`config.mk`:
```
export PLATFORM = sky130hd
export DESIGN_NAME = ab_seq_gen
export DESIGN_NICKNAME = d
export VERILOG_FILES = /design/src/rtl/ab_seq_gen.sv
export SDC_FILE = /design/constraint.sdc
export NUM_CORES = 1
export LEC_CHECK = 0
export CAP_MARGIN = 15
export CORE_UTILIZATION = 53
export DETAILED_ROUTE_END_ITERATION = 7
export GPL_TIMING_DRIVEN = 0
export PLACE_DENSITY = 0.8
export SLEW_MARGIN = 20
export SYNTH_ARGS = -nofsm -noshare
export SYNTH_HDL_FRONTEND = slang
export SYNTH_SLANG_ARGS = --single-unit
```
`constraint.sdc`:
```
create_clock -name clk -period 2.4 [get_ports clk]
set_input_delay 0.48 -clock clk [delete_from_list [all_inputs] [get_ports clk]]
set_output_delay 0.48 -clock clk [all_outputs]
set_load 0.05 [all_outputs]
```
`src/rtl/ab_seq_gen.sv`:
```
// A-then-B stimulus sequencer: drives pairs into an A/B detector, scores its hit pulse per pair.
// Outputs registered (1 cycle from state change); start is taken only in IDLE via start_ready, abort ends a run next cycle.
module ab_seq_gen #(
  parameter int CNT_W = 8,
  parameter int GAP_W = 4
) (
  input  logic             clk,
  input  logic             reset,
  input  logic             start_valid,
  output logic             start_ready,
  input  logic [CNT_W-1:0] num_pairs,
  input  logic [GAP_W-1:0] gap,
  input  logic             abort,
  output logic             a_out,
  output logic             b_out,
  input  logic             q_in,
  output logic             busy,
  output logic             done,
  output logic             aborted,
  output logic [CNT_W-1:0] hit_cnt,
  output logic [CNT_W-1:0] miss_cnt,
  output logic             spurious
);

  localparam logic [2:0] S_IDLE    = 3'd0;
  localparam logic [2:0] S_DRIVE_A = 3'd1;
  localparam logic [2:0] S_DRIVE_B = 3'd2;
  localparam logic [2:0] S_CHECK   = 3'd3;
  localparam logic [2:0] S_GAP     = 3'd4;

  localparam logic [CNT_W-1:0] CNT_ONE = CNT_W'(1);
  localparam logic [GAP_W-1:0] GAP_ONE = GAP_W'(1);

  logic [2:0]       state_q,   state_d;
  logic [CNT_W-1:0] rem_q,     rem_d;
  logic [GAP_W-1:0] gap_len_q, gap_len_d;
  logic [GAP_W-1:0] gap_cnt_q, gap_cnt_d;
  logic [CNT_W-1:0] hit_q,     hit_d;
  logic [CNT_W-1:0] miss_q,    miss_d;
  logic             spur_q,    spur_d;
  logic             done_q,    done_d;
  logic             abrt_q,    abrt_d;
  logic             a_q,       a_d;
  logic             b_q,       b_d;
  logic             busy_q,    busy_d;
  logic             ready_q,   ready_d;
  logic             start_acc;

  assign start_acc = start_valid && (state_q == S_IDLE);

  always_comb begin
    state_d   = state_q;
    rem_d     = rem_q;
    gap_len_d = gap_len_q;
    gap_cnt_d = gap_cnt_q;
    hit_d     = hit_q;
    miss_d    = miss_q;
    spur_d    = spur_q;
    done_d    = 1'b0;
    abrt_d    = 1'b0;

    // Only the CHECK cycle is a legitimate window for the detector's pulse.
    if (q_in && (state_q != S_CHECK)) begin
      spur_d = 1'b1;
    end

    case (state_q)
      S_IDLE: begin
        if (start_acc) begin
          hit_d  = '0;
          miss_d = '0;
          spur_d = 1'b0;
          if (num_pairs == '0) begin
            done_d = 1'b1;
          end else begin
            rem_d     = num_pairs;
            gap_len_d = gap;
            state_d   = S_DRIVE_A;
          end
        end
      end
      S_DRIVE_A: state_d = S_DRIVE_B;
      S_DRIVE_B: state_d = S_CHECK;
      S_CHECK: begin
        if (q_in) begin
          hit_d = hit_q + CNT_ONE;
        end else begin
          miss_d = miss_q + CNT_ONE;
        end
        rem_d = rem_q - CNT_ONE;
        if (rem_q == CNT_ONE) begin
          state_d = S_IDLE;
          done_d  = 1'b1;
        end else if (gap_len_q == '0) begin
          state_d = S_DRIVE_A;
        end else begin
          state_d   = S_GAP;
          gap_cnt_d = gap_len_q;
        end
      end
      S_GAP: begin
        if (gap_cnt_q <= GAP_ONE) begin
          state_d = S_DRIVE_A;
        end else begin
          gap_cnt_d = gap_cnt_q - GAP_ONE;
        end
      end
      default: state_d = S_IDLE;
    endcase

    // Abort overrides the next state but leaves any CHECK result above intact.
    if (abort && (state_q != S_IDLE)) begin
      state_d = S_IDLE;
      done_d  = 1'b1;
      abrt_d  = 1'b1;
    end

    a_d     = (state_d == S_DRIVE_A);
    b_d     = (state_d == S_DRIVE_B);
    busy_d  = (state_d != S_IDLE);
    ready_d = (state_d == S_IDLE);
  end

  always_ff @(posedge clk) begin
    if (!reset) begin
      state_q   <= S_IDLE;
      rem_q     <= '0;
      gap_len_q <= '0;
      gap_cnt_q <= '0;
      hit_q     <= '0;
      miss_q    <= '0;
      spur_q    <= 1'b0;
      done_q    <= 1'b0;
      abrt_q    <= 1'b0;
      a_q       <= 1'b0;
      b_q       <= 1'b0;
      busy_q    <= 1'b0;
      ready_q   <= 1'b1;
    end else begin
      state_q   <= state_d;
      rem_q     <= rem_d;
      gap_len_q <= gap_len_d;
      gap_cnt_q <= gap_cnt_d;
      hit_q     <= hit_d;
      miss_q    <= miss_d;
      spur_q    <= spur_d;
      done_q    <= done_d;
      abrt_q    <= abrt_d;
      a_q       <= a_d;
      b_q       <= b_d;
      busy_q    <= busy_d;
      ready_q   <= ready_d;
    end
  end

  assign start_ready = ready_q;
  assign a_out       = a_q;
  assign b_out       = b_q;
  assign busy        = busy_q;
  assign done        = done_q;
  assign aborted     = abrt_q;
  assign hit_cnt     = hit_q;
  assign miss_cnt    = miss_q;
  assign spurious    = spur_q;

  a_b_exclusive: assert property (@(posedge clk) disable iff (!reset) !(a_q && b_q));
  done_when_idle: assert property (@(posedge clk) disable iff (!reset) done_q |-> (!busy_q && ready_q));
  aborted_with_done: assert property (@(posedge clk) disable iff (!reset) abrt_q |-> done_q);

endmodule

```
==> impl_metrics.csv <==
group,metric,value,unit
floorplanning,io_pins,40,
floorplanning,row_count,23,
clock_network,clock_latency,0.30,ns
placed_design,place_area,2773,µm²
pwr,p_per_area,520.9,nW/µm²
setup_path,arrival,2.46,ns
layout,fin_area,2870,µm²
global_route,grt.overflow.total,0,
timing,finalWorstPathRequiredPeriod,2.272,ns
setup_path,path_class,"input pin to flip-flop",
global_route,grt_pass1_vias,1916,
clock_network,cts_resized,0,
layout,fillers,355,
setup_path,path_cells,"clkdlybuf4s50_1 -> or3b_1 -> buf_2 -> a21o_1 -> nor4_1 -> mux2_2",
setup_path,crit_start,"start_valid",
placed_design,dp_hpwl,4139,µm
timing,tightest_slew,0.9406,ns
setup_path,critPathTopFamily,"simple AND/OR/NAND/NOR gates",
synthesis,synth_flop_cell,"dfxtp_1",
global_route,gr-usage-all-layers,25.88,%
synthesis,synth_area,2330,µm²
synthesis,synth_area_per_cell,8.693,µm²
synthesis,synth_area_leaders,"dfxtp_1, nor2_1, a21oi_1, mux2i_1, xnor2_1",
clock_network,clk_pin_slew,0.08,ns
layout,fin_util,69.75,%
synthesis,ys_warn_count,0,
timing,relSlewSlack,36.71,%
drt,drt_drc_violations_left,0,
clock_network,cts_setup_buffers,0,
drt,detail-route-antenna-nets,0,
synthesis,synth_common_cells,"dfxtp_1, nor2_1, nand2_1",
pwr,peakVddDrop,0.3620,mV
clock_network,cts_tree,"yes",
global_route,antenna_found_initial,0,
synthesis,synth-xor-area-share,3.383,%
timing,rsz0062_at_grt,"no",
setup_path,start_kind,"input pin",
floorplanning,initial_utilization,56.61,%
drt,wl_met1,2646,µm
drt,wirelength,5658,µm
layout,antenna_cells,0,
synthesis,synth_most_common_cell,"dfxtp_1",
timing,finalSetupViolations,0,
synthesis,synth_nets,291,
layout,final_net_count,336,
global_route,grt_max_degree,13,
setup_path,endpoint_kind,"flip-flop",
run,cap_violations,0,
synthesis,async_reset_ff_share,0,%
drt,wl_met3,291,µm
timing,finalHoldViolCount,0,
timing,setup_slack,0.1277,ns
drt,wl_per_cell,15.54,µm
floorplanning,core_area,4115,µm²
clock_network,cts_root_buffer,"clkbuf_8",
clock_network,cts.sinks,42,
drt,dr_wl_met2,2681,µm
run_status,outcome,"finished clean",
floorplanning,dieHeight,68.30,µm
synthesis,muxShareOfSynthArea,3.921,%
placed_design,gp_congestion,0.8987,
layout,layoutNonFillerInstCount,364,
synthesis,synth-compound-area-share,23.63,%
synthesis,seq_area_frac_synth,36.09,%
drt,highest_layer,"met4",
drt,firstDrtPassIters,4,
setup_path,max_stage_delay,0.49,ns
layout,area_growth,23.20,%
synthesis,synth.distinct_cells,60,
drt,vias,2182,
placed_design,io_buffers,38,
synthesis,synth_top_cell_by_area,"dfxtp_1",
setup_path,rr_worst_depth,4,
synthesis,synth_top_family_by_area,"simple AND/OR/NAND/NOR gates",
pwr,p_leak,0.9984,nW
clock_network,numCtsBuffers,5,
timing,fin_skew,0.005155,ns
synthesis,syn_inst,268,
drt,initialDrtViolationCount,214,
synthesis,ys_seq_elements,42,
synthesis,synth-edff-count,0,
floorplanning,die_x,68.30,µm
synthesis,synth_top_area_share,36.09,%
synthesis,synth-simple-area-share,24.33,%
clock_network,cts.htree.levels,2,
setup_path,crit_end,"hit_cnt[7]",
global_route,grt_pass1_wl,8866,µm
synthesis,synth_fa_ha_area_share,3.222,%
floorplanning,die_area,4665,µm²
setup_path,r2r_setup_slack,0.32,ns
timing,drv_slew,0,
setup_path,crit_fanout,6,
setup_path,reg2reg_from,"rem_q[4]",
setup_path,crit_required,2.59,ns
placed_design,dpl.cell_count,356,
layout,drive_above_1_share,10.83,%
clock_network,cts_buffer_depth,2,
setup_path,worst-path-buf-inv,2,
min_path,hp-class,"flip-flop to flip-flop",
clock_network,cts_hold_buf,0,
drt,viasPerCell,5.995,
setup_path,cp.depth,6,
timing,final.period_utilization,94.68,%
placed_design,dp_slack,-0.1965,ns
timing,timing.fmax,440.1,MHz
setup_path,r2r-end,"a_out",
setup_path,slowest_stage,"clkdlybuf4s50_1",
[layout make-up]
type | count | area [µm²] | share of cell area (%)
Timing Repair Buffer | 38 | 380.4 | 13.25
Clock buffer | 7 | 86.33 | 3.008
Buffer | 14 | 70.07 | 2.441
Clock inverter | 1 | 5.005 | 0.1744
Tap cell | 50 | 62.56 | 2.180
Inverter | 15 | 56.30 | 1.962
Multi-Input combinational cell | 197 | 1369 | 47.69
Sequential cell | 42 | 840.8 | 29.29
[cells in the final DEF, fill, tap and decap left out, drive strengths merged, types with 7 or more instances in the layout]
master	instances
a2111oi	7
a21oi	17
and2	8
clkbuf	15
clkdlybuf4s50	38
dfxtp	42
inv	15
mux2i	8
nand2	20
nand3	7
nor2	34
nor4	8
o21ai	9
xnor2	9
[logic make-up after synthesis]
logic type | count (synthesis)
flip-flops | 42
buffers and inverters | 29
AO/OA/AOI/OAI | 69
adder cells (fa/ha/maj) | 6
multiplexers | 9
XOR/XNOR | 9
AND/OR/NAND/NOR | 104
[worst min path at each step]
stage | cells past startpoint | end | slack [ns] | from
after global placement | 2 | spurious | 0.45 | spurious
after floorplan | 2 | rem_q[6] | 0.45 | rem_q[6]
final | 2 | rem_q[6] | 0.48 | rem_q[6]
after global routing | 2 | rem_q[6] | 0.49 | rem_q[6]
after CTS | 2 | rem_q[6] | 0.48 | rem_q[6]
after detailed placement | 2 | spurious | 0.47 | spurious
[flip-flops by register name (all words and copies together) (netlist names), 3 cells and up]
| register | flops |
|---|---|
| hit_cnt | 8 |
| miss_cnt | 8 |
| rem_q | 8 |
| gap_cnt_q | 4 |
| gap_len_q | 4 |
| state_q | 3 |
[worst min-delay path, cell delays in order, from the launching register on]
cell	delay, ns
dfxtp_1	0.32
nand2_1	0.05
o22ai_1	0.06
[layer usage]
| metal | vias up | track usage (%) |
|---|---|---|
| li1 | 1069 | - |
| met1 | 1042 | 33.93 |
| met2 | 67 | 41.18 |
| met3 | 4 | 5.500 |
| met4 | 0 | 9.635 |
| met5 | - | 0 |
[metrics by stage]
stage	hold slack, ns	setup TNS, ns	power [W]
finish	0.4783	0	0.001495
global route	0.4946	0	0.001563
CTS	0.4794	0	0.001498
detailed placement	0.4678	-0.7096	0.001025
global placement	0.4545	-0.6767	0.001021
floorplan	0.4463	0	0.0009375
[where the power goes]
group          internal (W)  switching [W]  total, W  leakage (nW)
clock network      0.000232       0.000249  0.000481        0.0482
logic              0.000107       0.000159  0.000267         0.608
registers          0.000725      0.0000227  0.000748         0.342
No activity file was read; power rests on OpenSTA's default activity.
